<file path="src/rtl/circuit2_hlsm_pkg.sv">
// circuit2_hlsm_pkg
//   Shared definitions for the FSM-scheduled circuit2 datapath:
//   state codes (3-bit binary) and shared ALU operation codes.
package circuit2_hlsm_pkg;

   localparam int STATE_W = 3;

   // Code 7 is unused; the next-state logic sends it to ST_WAIT.
   typedef enum logic [STATE_W-1:0] {
      ST_WAIT  = 3'd0,
      ST_S1    = 3'd1,
      ST_S2    = 3'd2,
      ST_S3    = 3'd3,
      ST_S4    = 3'd4,
      ST_S5    = 3'd5,
      ST_FINAL = 3'd6
   } state_t;

   typedef enum logic {
      OP_ADD = 1'b0,
      OP_SUB = 1'b1
   } alu_op_t;

endpackage

</file>
<file path="src/rtl/circuit2_hlsm_alu.sv">
// circuit2_alu
//   Combinational shared arithmetic unit: one signed add/sub plus one
//   signed magnitude/equality comparator.
//   Ports:
//     a, b    in   add/sub operands (signed)
//     op      in   OP_ADD -> a+b, OP_SUB -> a-b (wraps modulo 2^DATAWIDTH)
//     cmp_a   in   comparator left operand (signed)
//     cmp_b   in   comparator right operand (signed)
//     y       out  add/sub result
//     lt      out  cmp_a < cmp_b, signed
//     eq      out  cmp_a == cmp_b
//   The comparator has its own operand pair so the schedule can compare
//   d/e in the same state that the add/sub unit produces f.
module circuit2_alu
   import circuit2_hlsm_pkg::*;
#(
   parameter int DATAWIDTH = 32
) (
   input  logic signed [DATAWIDTH-1:0] a,
   input  logic signed [DATAWIDTH-1:0] b,
   input  alu_op_t                     op,
   input  logic signed [DATAWIDTH-1:0] cmp_a,
   input  logic signed [DATAWIDTH-1:0] cmp_b,
   output logic signed [DATAWIDTH-1:0] y,
   output logic                        lt,
   output logic                        eq
);

   always_comb begin
      y = (op == OP_SUB) ? (a - b) : (a + b);
   end

   assign lt = (cmp_a < cmp_b);
   assign eq = (cmp_a == cmp_b);

endmodule

</file>
<file path="src/rtl/circuit2_hlsm.sv">
// circuit2_hlsm
//   Multi-cycle, FSM-scheduled circuit2 dataflow with a start/done handshake:
//     d=a+b, e=a+c, f=a-b, lt=(d<e), eq=(d==e),
//     g=lt?e:d, h=eq?f:g, x=g<<lt, z=h>>>eq
//   One shared add/sub unit and one comparator are reused across states.
//   Ports:
//     clk     in   rising-edge clock
//     rst     in   synchronous reset, active-low
//     start   in   request, only honoured in ST_WAIT
//     a,b,c   in   signed operands, captured on the accepting edge
//     busy    out  high in every state except ST_WAIT
//     done    out  one-cycle pulse while in ST_FINAL
//     x, z    out  registered results, updated only on leaving ST_S5
module circuit2_hlsm
   import circuit2_hlsm_pkg::*;
#(
   parameter int DATAWIDTH = 32
) (
   input  logic                        clk,
   input  logic                        rst,
   input  logic                        start,
   input  logic signed [DATAWIDTH-1:0] a,
   input  logic signed [DATAWIDTH-1:0] b,
   input  logic signed [DATAWIDTH-1:0] c,
   output logic                        busy,
   output logic                        done,
   output logic signed [DATAWIDTH-1:0] x,
   output logic signed [DATAWIDTH-1:0] z
);

   state_t state, state_nxt;

   logic signed [DATAWIDTH-1:0] ra, rb, rc;
   logic signed [DATAWIDTH-1:0] d, e, f, g, h;
   logic                        lt, eq;

   alu_op_t                     alu_op;
   logic signed [DATAWIDTH-1:0] alu_a, alu_b, alu_y;
   logic                        alu_lt, alu_eq;

   circuit2_alu #(.DATAWIDTH(DATAWIDTH)) u_alu (
      .a     (alu_a),
      .b     (alu_b),
      .op    (alu_op),
      .cmp_a (d),
      .cmp_b (e),
      .y     (alu_y),
      .lt    (alu_lt),
      .eq    (alu_eq)
   );

   // state register
   always_ff @(posedge clk) begin
      if (!rst) state <= ST_WAIT;
      else      state <= state_nxt;
   end

   // next-state logic
   always_comb begin
      state_nxt = ST_WAIT;
      case (state)
         ST_WAIT:  state_nxt = start ? ST_S1 : ST_WAIT;
         ST_S1:    state_nxt = ST_S2;
         ST_S2:    state_nxt = ST_S3;
         ST_S3:    state_nxt = ST_S4;
         ST_S4:    state_nxt = ST_S5;
         ST_S5:    state_nxt = ST_FINAL;
         ST_FINAL: state_nxt = ST_WAIT;
         default:  state_nxt = ST_WAIT;
      endcase
   end

   // outputs and shared-unit operand steering
   always_comb begin
      busy   = (state != ST_WAIT);
      done   = (state == ST_FINAL);
      alu_op = OP_ADD;
      alu_a  = ra;
      alu_b  = rb;
      case (state)
         ST_S2:   alu_b  = rc;      // e = a + c
         ST_S3:   alu_op = OP_SUB;  // f = a - b
         default: ;                 // d = a + b (S1), idle otherwise
      endcase
   end

   // datapath registers; each intermediate is written in exactly one state
   always_ff @(posedge clk) begin
      if (!rst) begin
         ra <= '0; rb <= '0; rc <= '0;
         d  <= '0; e  <= '0; f  <= '0;
         g  <= '0; h  <= '0;
         lt <= 1'b0; eq <= 1'b0;
         x  <= '0; z  <= '0;
      end else begin
         case (state)
            ST_WAIT: if (start) begin
               ra <= a; rb <= b; rc <= c;
            end
            ST_S1: d <= alu_y;
            ST_S2: e <= alu_y;
            ST_S3: begin
               f  <= alu_y;
               lt <= alu_lt;
               eq <= alu_eq;
            end
            ST_S4: begin
               g <= lt ? e : d;
               h <= eq ? f : (lt ? e : d);
            end
            ST_S5: begin
               x <= g <<< lt;
               z <= h >>> eq;   // sign-filling
            end
            default: ;
         endcase
      end
   end

endmodule

</file>
<file path="config.mk">
export PLATFORM = sky130hd
export DESIGN_NAME = circuit2_hlsm
export DESIGN_NICKNAME = d
export VERILOG_FILES = /design/src/rtl/circuit2_hlsm_pkg.sv /design/src/rtl/circuit2_hlsm_alu.sv /design/src/rtl/circuit2_hlsm.sv
export SDC_FILE = /design/constraint.sdc
export NUM_CORES = 1
export LEC_CHECK = 0
export CAP_MARGIN = 20
export CORE_UTILIZATION = 50
export DETAILED_ROUTE_END_ITERATION = 7
export PLACE_DENSITY_LB_ADDON = 0.2
export SYNTH_ARGS = -nofsm -noshare
export SYNTH_HDL_FRONTEND = slang
export SYNTH_SLANG_ARGS = --single-unit
</file>
<file path="constraint.sdc">
create_clock -name clk -period 6.2 [get_ports clk]
set_input_delay 0.93 -clock clk [delete_from_list [all_inputs] [get_ports clk]]
set_output_delay 0.93 -clock clk [all_outputs]
set_load 0.03 [all_outputs]
</file>
==> summary.md, run 1 <==
| Metric | Value |
|---|---|
| Status | completed |
| Most common cell after layout, fill and taps aside | nand2_1 |
| Fmax | 0.1963 GHz |
| First-pass iteration count of the detailed router | 5 |
| Buffers added on ports | 164 |
| I/O pin total | 165 |
| Final GP Congestion | 0.8351 |
| #FFs+latches synth | 325 |
| Vias in the first global route | 13170 |
| Actual slew at the worst max-slew pin | 1129 ps |
| Worst-path maximum fanout | 16 |
| Post-Syn Nets | 2219 |
| Core ar. | 31800 sq um |
| Cell count after synthesis | 2056 |
| Total global-route track usage | 24.00% |
| Cell internal pwr | 4.044 mW |
| Final setup fails | 0 |
| Number of post-CTS setup repair buffers | 0 |
| Final min period | 5094 ps |
| CTS Buf Count | 36 |
| Ys Warns | 0 |
| Chip width | 182.6 microns |
| Filler cells | 2819 |
| Sw Share | 29.73% |
| CTS tree | done |
| Num rows | 65 |
| M1 GR Usage | 34.99% |
| Max Root-Sink Buffers | 3 |
| Max-Cap Viols | 0 |
| Reg2reg path depth | 17 |
| Hold path depth | 2 |
| Final count of hold timing violations | 0 |
| Met2 GRT Util | 37.05% |
| Worst hold-check path type | reg2reg |
| Crit Path Category | reg2reg |
| RSZ-0062 raised after global routing | no |
| GR peak layer | met2 |
| CP Capture Type | register |
| Crit start category | register |
| Fin. max-slew vios | 0 |
| Routed Antenna Nets | 0 |
| Ant diodes | 0 |
| Fin nets | 2293 |
| Die height | 182.6 microns |
| R2R Path Start | state[1] |
| Vias per cell | 5.466 |
| Netlist cell types | 65 |
| R2R Path End | e[31] |
| Clk pwr share | 38.1% |
| PwrDens | 297.8 nW/um^2 |
| Worst slew margin | 24.76% |
| Arr. time, crit path | 5480 ps |
| Top FF cell, synth | dfxtp_1 |
| H-tree depth | 2 |
| Fraction of layout cells with a size suffix above 1 | 4.269% |
| Total gr overflow | 0 |
| Initial DRC count | 961 |
| Max VDD drop | 0.0001826 V |
| # resized after CTS | 0 |
| Switching power | 1.711 mW |
| First-pass GRT wire length | 66.23 mm |
| Placed inst area | 18090 sq um |
| Final instance area | 19320 sq um |
| Avg Cell Area, Syn | 7.930 sq um |
| Setup TNS | 0 ps |
| Largest net degree at the start of global routing | 167 |
| Final hold slack | 454.0 ps |
| Leakage | 6.808 nW |
| Met3 GRT Util | 3.253% |
| DR DRC count | 0 |
| Register area share after synthesis | 39.90% |
| R2r setup slk | 1110 ps |
| Wire per inst | 15.52 microns |
| Via count | 14160 |
| Number of synthesized flops with an enable pin | 0 |
| Hold Path Origin | f[5] |
| Root buffer cell | clkbuf_16 |
| WL final | 40.19 mm |
| Sink Count | 325 |
| Worst clock skew | 15.87 ps |
| Die Area | 33340 sq um |
| Mapped cell area | 16300 sq um |
| CP required | 6580 ps |
| Hold Path End | f[5] |
| Worst-path clk slew | 60 ps |
| Gate power share | 22.0% |
| Flop pwr share | 39.9% |
| Starting Density | 51.27% |
| Skew-Pair Late Insertion Delay | 520 ps |
| Most frequent cells in the layout | nand2_1 (431), dfxtp_1 (323), a21oi_1 (235) |
| Period utilisation layout | 82.17% |
| Antenna violations before repair | 0 |
| Hold-fix buffers, CTS | 0 |
| Share of flip-flops with an asynchronous set or reset | 0% |
| DP Wirelength | 28.13 mm |
| Synth-to-layout area growth | 18.52% |
-- cell usage after synthesis (3+ instances only) --
| cell | count | area [sq um] |
|---|---|---|
| o2111ai_1 | 5 | 43.79 |
| buf_1 | 17 | 63.81 |
| o21bai_1 | 3 | 22.52 |
| and3_1 | 8 | 50.05 |
| and4_1 | 5 | 43.79 |
| nand2b_1 | 9 | 56.30 |
| nor2b_1 | 14 | 87.58 |
| nor2_1 | 165 | 619.3 |
| nor3_1 | 27 | 135.1 |
| nor4_1 | 10 | 62.56 |
| o21a_1 | 13 | 97.59 |
| o211a_1 | 3 | 30.03 |
| o21ai_1 | 5 | 25.02 |
| xnor2_1 | 25 | 219.0 |
| ha_1 | 63 | 788.3 |
| nand2_1 | 432 | 1622 |
| nand3_1 | 47 | 235.2 |
| a211oi_1 | 107 | 803.3 |
| dfxtp_1 | 325 | 6506 |
| and2_1 | 10 | 62.56 |
| o21ai_0 | 69 | 345.3 |
| o31ai_1 | 5 | 37.54 |
| nor3b_1 | 4 | 30.03 |
| or3b_1 | 4 | 35.03 |
| or3_1 | 6 | 37.54 |
| a32oi_1 | 3 | 26.28 |
| mux2i_1 | 124 | 1241 |
| inv_1 | 44 | 165.2 |
| a21o_1 | 24 | 180.2 |
| clkbuf_1 | 124 | 465.5 |
| or4_1 | 5 | 37.54 |
| o311ai_0 | 9 | 78.83 |
| a21oi_1 | 235 | 1176 |
| nand3b_1 | 3 | 22.52 |
| xor2_1 | 27 | 236.5 |
| o211ai_1 | 19 | 142.6 |
| nand4_1 | 15 | 93.84 |
| a31oi_1 | 7 | 43.79 |
-- worst max-delay path by stage --
| stage | from | end | slack, ps |
|---|---|---|---|
| 2_1_floorplan | state[1] | d[24] | 1650 |
| 3_3_place_gp | state[0] | e[31] | 1310 |
| 3_5_place_dp | state[0] | e[31] | 1180 |
| 4_1_cts | state[0] | e[31] | 1140 |
| 5_1_grt | state[0] | e[31] | 720 |
| 6_report | state[1] | e[31] | 1110 |
-- flip-flops by register name, indices dropped and copies added (netlist names) --
| register | cells |
|---|---|
| rb | 32 |
| f | 32 |
| lt | 1 |
| state | 3 |
| z | 32 |
| eq | 1 |
| rc | 32 |
| d | 32 |
| g | 32 |
| h | 32 |
| x | 32 |
| alu_a | 32 |
| e | 32 |
-- critical path, stage by stage (launching register included) --
cell and delay [ps]:
dfxtp_1 470, or3b_4 540, mux2i_1 330, o211a_1 240
nand3_1 250, nor3_1 480, o21a_1 260, nor2_1 70
xor2_1 160, ha_1 380, nand2_1 150, o21ai_0 180
nand3_1 90, a311o_1 360, o211a_1 280, nand2_1 140
nor4_1 70, or4_1 530
-- final cells by class --
class                           instances  area (sq um)  share of cell area (%)
Clock buffer                           52          1084                   5.607
Clock inverter                         11         147.6                  0.7641
Inverter                               44         172.7                  0.8936
Multi-Input combinational cell       1541          9085                   47.02
Sequential cell                       325          6514                   33.71
Tap cell                              435         544.3                   2.817
Timing Repair Buffer                  182          1777                   9.195
-- layer usage --
metal	part of all wire, %	wire length [microns]
met5	0	0
met4	1.8	740
met3	4.5	1791
met2	43	17150
met1	51	20500
-- stage by stage --
step / util [%] / worst slack (ps) / power [mW] / instances
5_1_grt: 60.77 / 721.3 / 6.038 / 2590
6_report: 60.77 / 1106 / 5.755 / 2590
3_3_place_gp: 56.90 / 1305 / 3.570 / 2527
2_1_floorplan: - / 1654 / 3.226 / 2056
4_1_cts: 60.77 / 1136 / 5.785 / 2590
3_5_place_dp: 56.90 / 1178 / 3.591 / 2527
-- cell families (layout without fill, tap and decap cells) --
family                     after synthesis  after routing  synth area share, %
DFF                                    325            325                39.90
xor gates and xnor gates                52             52                2.793
and+or+nand+nor                        773            773                20.26
AOI/OAI and AO/OA                      526            526                19.83
adders and majority gates               64             64                4.957
muxes                                  126            126                7.751
buffers and inverters                  190            289                4.505
-- power by group through the flow --
stage          clock network, mW  logic [mW]  registers, mW
2_1_floorplan                  0       0.916           2.31
3_3_place_gp                   0        1.23           2.34
3_5_place_dp                   0        1.25           2.34
4_1_cts                     2.23        1.26           2.29
5_1_grt                     2.32        1.41           2.31
6_report                    2.19        1.27           2.30
(Power assumes the default switching activity.)
==> run 2: changes to the inputs <==
==> constraint.sdc (replaced) <==
create_clock -name clk -period 4.14 [get_ports clk]
set_input_delay 0.621 -clock clk [delete_from_list [all_inputs] [get_ports clk]]
set_output_delay 0.621 -clock clk [all_outputs]
set_load 0.03 [all_outputs]
==> run 2 against run 1 <==
Effect of this change: the flow now finishes with violations (negative setup slack); global-route usage increased by 0.42 points; clock-buffer cell count decreased by 6; critical endpoint is now d[30]; core utilization increased by 2.9 points; die area unchanged; setup slack got worse by 1100 ps; largest cell class unchanged; clock skew decreased by 2.9 ps; flip-flop and latch count unchanged.
==> summary.md, run 2 (synthesis gave the netlist of run 1 again) <==
| Metric | Value |
|---|---|
| Leakage | 7.251 nW (+6.5%) |
| Buffers added on ports | 164 (unchanged) |
| Final setup fails | 3 (+3) |
| Core ar. | 31800 sq um (unchanged) |
| Placed inst area | 18750 sq um (+3.7%) |
| First-pass GRT wire length | 67.83 mm (+2.4%) |
| Final GP Congestion | 0.8944 (+7.1%) |
| CP required | 4540 ps (-2040 ps) |
| H-tree depth | 2 (unchanged) |
| Final WS setup | -17.59 ps (-1123 ps) |
| Via count | 14580 (+3.0%) |
| Most used cell along the critical path | or3b_4 |
| Largest net degree at the start of global routing | 110 (-34%) |
| R2r setup slk | -20 ps (-1120 ps) |
| Sink Count | 325 (unchanged) |
| Max Root-Sink Buffers | 3 (unchanged) |
| Root buffer cell | clkbuf_16 |
| Vias in the first global route | 13680 (+3.9%) |
| Num rows | 65 (unchanged) |
| DR DRC count | 0 (unchanged) |
| Final design utilization | 63.64% (+2.9 points) |
| CP cell instances | or3b_4, mux2i_4, o211a_1, nand3_2, nor2b_2, nor2_1, xor2_1, ha_1, and4_4, nand3_2, o211ai_1, or3b_4, o21ai_4, or3b_4, and2_4, a311o_1 |
| Chip width | 182.6 microns (unchanged) |
| Final count of hold timing violations | 0 (unchanged) |
| I/O pin total | 165 (unchanged) |
| DP Wirelength | 28.86 mm (+2.6%) |
| Final instance area | 20240 sq um (+4.7%) |
| PwrDens | 436.6 nW/um^2 (+47%) |
| Initial DRC count | 763 (-21%) |
| Pre-CTS setup slack | -151.2 ps (-1330 ps) |
| Final hold slack | 454.7 ps (+0.7840 ps) |
| Worst-path clk slew | 60 ps (about the same) |
| Actual slew at the worst max-slew pin | 1045 ps (-83.54 ps) |
| Fin nets | 2371 (+3.4%) |
| Routed Antenna Nets | 0 (unchanged) |
| CP Capture Type | register |
| Pwr Total | 8.835 mW (+54%) |
| Final min period | 4158 ps (-936.7 ps) |
| Failing checks | negative setup slack |
| CP delay by family, top | simple AND/OR/NAND/NOR gates |
| Period utilisation layout | 100.4% (+18 points) |
| Vias per cell | 5.470 (about the same) |
| Total global-route track usage | 24.42% (+0.42 points) |
| Max VDD drop | 0.0002410 V (+32%) |
| Synth-to-layout area growth | 24.11% |
| Buf+Inv Stages, Crit Path | 0 (unchanged) |
| CTS tree | done |
| Most frequent cells in the layout | nand2_1 (430), dfxtp_1 (321), a21oi_1 (228) |
| Arr. time, crit path | 4550 ps (-930 ps) |
| Slowest CP cell | or3b_4 |
| Status | finished with violations |
| Hold-fix buffers, CTS | 0 (unchanged) |
| Fmax | 0.2405 GHz (+23%) |
| First-pass iteration count of the detailed router | 5 (unchanged) |
| Antenna violations before repair | 0 (unchanged) |
| Crit Path Category | reg2reg |
| RSZ-0062 raised after global routing | yes |
| Total gr overflow | 0 (unchanged) |
| Max-Cap Viols | 0 (unchanged) |
| Worst-path maximum fanout | 7 (-9) |
| Skew-Pair Late Insertion Delay | 510 ps (about the same) |
| Crit start category | register |
| Fraction of layout cells with a size suffix above 1 | 9.816% (+5.5 points) |
| CTS Buf Count | 35 (-2.8%) |
| Die height | 182.6 microns (unchanged) |
| Wire per inst | 15.26 microns (-1.7%) |
| Ant diodes | 0 (unchanged) |
| Worst slew margin | 30.33% (+5.6 points) |
| Largest stage delay, worst path | 490 ps (-50 ps) |
| Worst clock skew | 12.97 ps (-2.892 ps) |
| WL final | 40.67 mm (+1.2%) |
| Fin. max-slew vios | 0 (unchanged) |
| Die Area | 33340 sq um (unchanged) |
| Worst hold-check path type | reg2reg |
| Starting Density | 51.27% (unchanged) |
| Most common cell after layout, fill and taps aside | nand2_1 |
[run 2: changes by cell type in the layout (fill, tap and decap cells not counted), moves of 3 or more]
cell,previous run,this run
o21ai_2,0,4
o311ai_1,0,3
o311ai_0,9,5
o21ai_0,69,62
mux2i_1,124,119
nand3_2,0,3
mux2i_4,0,3
buf_12,0,4
clkbuf_8,8,5
a21oi_2,0,7
nand3_1,47,44
a21oi_1,235,228
buf_4,18,89
[run 2: worst min-delay path: stages (launching register included)]
cell     delay, ps
dfxtp_1        310
nand2_1         50
a21oi_1         50
[run 2: through the flow]
step	std cells	setup TNS, ps
after detailed placement	2600	-877.3
after global placement	2600	-56.53
after global routing	2666	-1626
final	2666	-31.07
after floorplan	2056	-4.025
after CTS	2663	-24.54
[run 2: final cells by class]
cell class / instances / area [sq um]
Inverter: 44 / 172.7
Sequential cell: 325 / 6516
Timing Repair Buffer: 261 / 2455
Tap cell: 435 / 544.3
Clock inverter: 14 / 201.4
Clock buffer: 46 / 988.4
Fill cell: 2829 / 11560
Multi-Input combinational cell: 1541 / 9358
[run 2: path summary, 6_finish.rpt]
kind              startpoint  endpoint  cells after the start
setup / recovery    state[0]     d[30]                     16
hold / removal          h[0]      h[0]                      2
setup reg to reg    state[0]     d[30]                     16
hold reg to reg         h[0]      h[0]                      2
[run 2: per-layer routing]
| layer | track usage, % | share of wire (%) |
|---|---|---|
| met1 | 35.51 | 50 |
| met2 | 37.97 | 43 |
| met3 | 2.954 | 4.4 |
| met4 | 6.622 | 2.2 |
| met5 | 0 | 0 |
[run 2: timing repair]
item	in CTS	in global routing
setup endpoints to repair	10	49
pin swaps	8	15
resized for setup	9	48
buffers inserted	3	1
[run 2: report_power, final]
part / internal, mW / leakage [nW] / switching [mW]
Combinational: 0.941 / 4.02 / 1.23
Clock: 1.99 / 0.588 / 1.25
Sequential: 3.29 / 2.64 / 0.138
==> run 3: changes to the inputs <==
--- a/config.mk
+++ b/config.mk
@@ -8,7 +8,8 @@
 export CAP_MARGIN = 20
 export CORE_UTILIZATION = 50
 export DETAILED_ROUTE_END_ITERATION = 7
-export PLACE_DENSITY_LB_ADDON = 0.2
+export PLACE_DENSITY = 0.74
+export RECOVER_POWER = 50
 export SYNTH_ARGS = -nofsm -noshare
 export SYNTH_HDL_FRONTEND = slang
 export SYNTH_SLANG_ARGS = --single-unit
==> run 3 against run 2 <==
Effect of this change: the flow finishes with violations (max-capacitance violations, max-slew violations, negative setup slack); first-iteration DRC count up 19%; register-to-register slack hardly changed; setup slack got worse by 6.9 ps; total power shrank 0.94%; critical path depth rose by 1; non-clock buffer count down 9; sequential power barely moved; clock skew about the same; cell area decreased by 0.28%; core utilization down 0.18 points; critical path type unchanged; critical endpoint is now e[31]; largest cell class unchanged.
==> summary.md, run 3 (synthesis gave the netlist of run 1 again) <==
| Metric | Value |
|---|---|
| Skew-Pair Late Insertion Delay | 530 ps (+20 ps) |
| Num rows | 65 (unchanged) |
| Fmax | 0.2401 GHz (-0.17%) |
| R2r setup slk | -20 ps (about the same) |
| Largest net degree at the start of global routing | 127 (+15%) |
| Via count | 14600 (+0.14%) |
| Chip width | 182.6 microns (unchanged) |
| Antenna violations before repair | 0 (unchanged) |
| Worst setup path startpoint | state[0] |
| Worst clock skew | 12.61 ps (-0.3672 ps) |
| Initial DRC count | 907 (+19%) |
| Final setup fails | 1 (-2) |
| Fin. max-slew vios | 81 (+81) |
| RSZ-0062 raised after global routing | yes |
| WL final | 41.02 mm (+0.85%) |
| Filler cells | 2674 (-5.5%) |
| PwrDens | 433.7 nW/um^2 (-0.66%) |
| H-tree depth | 2 (unchanged) |
| Crit start category | register |
| Met3 GRT Util | 3.233% (+0.28 points) |
| Crit Path Category | reg2reg |
| Worst-path maximum fanout | 7 (unchanged) |
| Final min period | 4165 ps (+6.925 ps) |
| CTS tree | done |
| Fraction of layout cells with a size suffix above 1 | 9.622% (-0.19 points) |
| CP Capture Type | register |
| Most common cell after layout, fill and taps aside | nand2_1 |
| Fin nets | 2363 (-0.34%) |
| Starting Density | 51.27% (unchanged) |
| Reg2reg path depth | 17 (+1) |
| Routed Antenna Nets | 0 (unchanged) |
| Max-Cap Viols | 2 (+2) |
| Worst setup path endpoint | e[31] |
| Arr. time, crit path | 4560 ps (about the same) |
| Vias in the first global route | 13650 (-0.23%) |
| Core ar. | 31800 sq um (unchanged) |
| Multi-input logic area | 9380 sq um (+0.24%) |
| Failing checks | max-capacitance violations, max-slew violations, negative setup slack |
| Final count of hold timing violations | 0 (unchanged) |
| Register area | 6516 sq um (unchanged) |
| R2R Path End | e[31] |
| I/O pin total | 165 (unchanged) |
| Total gr overflow | 0 (unchanged) |
| M1 GR Usage | 35.32% (-0.19 points) |
| First-pass GRT wire length | 67.94 mm (+0.16%) |
| Sink Count | 325 (unchanged) |
| Pre-CTS setup slack | -112.0 ps (+39.13 ps) |
| R2R Path Start | state[0] |
| Wire per inst | 15.43 microns (+1.1%) |
| Die height | 182.6 microns (unchanged) |
| Final instance area | 20180 sq um (-0.28%) |
| Actual slew at the worst max-slew pin | 1877 ps (+832.1 ps) |
| Hold-fix buffers, CTS | 0 (unchanged) |
| Period utilisation layout | 100.6% (+0.17 points) |
| Buffers added on ports | 164 (unchanged) |
| First-pass iteration count of the detailed router | 5 (unchanged) |
| GR peak layer | met2 |
| DR DRC count | 0 (unchanged) |
| Synth-to-layout area growth | 23.76% |
| Status | finished with violations |
| Most frequent cells in the layout | nand2_1 (430), dfxtp_1 (321), a21oi_1 (224) |
| DP Wirelength | 28.95 mm (+0.31%) |
| Final GP Congestion | 0.9068 (+1.4%) |
| Max VDD drop | 0.0003226 V (+34%) |
| Total global-route track usage | 24.44% (about the same) |
| Worst hold-check path type | reg2reg |
| Max Root-Sink Buffers | 3 (unchanged) |
| Die Area | 33340 sq um (unchanged) |
| Setup TNS | -24.52 ps (+6.552 ps) |
| Vias per cell | 5.492 (+0.40%) |
| Root buffer cell | clkbuf_16 |
| Leakage | 7.428 nW (+2.4%) |
| CTS Buf Count | 36 (+2.9%) |
| Worst slew margin | -25.22% (-56 points) |
| Ant diodes | 0 (unchanged) |
| Final WS setup | -24.52 ps (-6.925 ps) |
| CP required | 4540 ps (about the same) |
| Placed inst area | 18660 sq um (-0.49%) |
| Worst-path clk slew | 60 ps (about the same) |
| Met2 GRT Util | 37.92% (-0.046 points) |
run 3: worst min-delay path by stage:
stage	start	to	slack, ps	cells past startpoint
after global routing	f[3]	f[3]	470	2
after global placement	h[0]	h[0]	440	2
after floorplan	h[0]	h[0]	430	2
after detailed placement	f[1]	f[1]	450	2
final	f[1]	f[1]	450	2
after CTS	h[0]	h[0]	460	2
run 3: per-layer routing:
metal	vias up	part of all wire, %
met5	-	0
met1	6607	49
li1	7496	-
met2	434	43
met4	0	1.9
met3	66	5.4
run 3: worst max-delay path: stages (launching register included):
cell and delay [ps]:
dfxtp_2 310, or3b_4 460, mux2i_2 230, o211a_1 220, nand3_2 120, buf_6 170, nor3_4 250, nand3_4 130
o21ai_2 150, xnor2_1 90, ha_1 340, a21o_1 200, a21o_1 170, a21oi_1 190, o211a_1 240, and2_4 170
o21ai_1 60, or4_1 520
run 3: what timing repair did:
action | 4_1_cts | 5_1_grt
gates resized for setup | 9 | 50
endpoints found under the setup margin | 5 | 39
pin swaps | 6 | 27
setup buffers | 1 | 10
hold endpoints to repair | 0 | 0
run 3: layout make-up:
cell class                 instances  area share, %
inverter                          44         0.8557
clock inverter                    11         0.6077
multi-input combinational       1541          46.49
tap                              435          2.697
timing repair buffer             252          11.82
clock buffer                      51          5.240
sequential                       325          32.29
run 3: report_power, final:
| group | internal (mW) | leakage (nW) | switching, mW |
|---|---|---|---|
| combinational | 0.938 | 4.21 | 1.23 |
| sequential | 3.29 | 2.64 | 0.147 |
| clock | 1.86 | 0.583 | 1.29 |
run 3: per-stage QoR:
step / std cells / hold slack [ps] / utilization, % / total power [mW]
floorplan: 2056 / 431.2 / - / 4.854
global placement: 2584 / 443.8 / 58.60 / 5.489
detailed placement: 2585 / 448.2 / 58.69 / 5.540
CTS: 2648 / 455.7 / 62.56 / 8.709
global route: 2659 / 471.8 / 63.45 / 9.176
finish: 2659 / 452.6 / 63.45 / 8.752
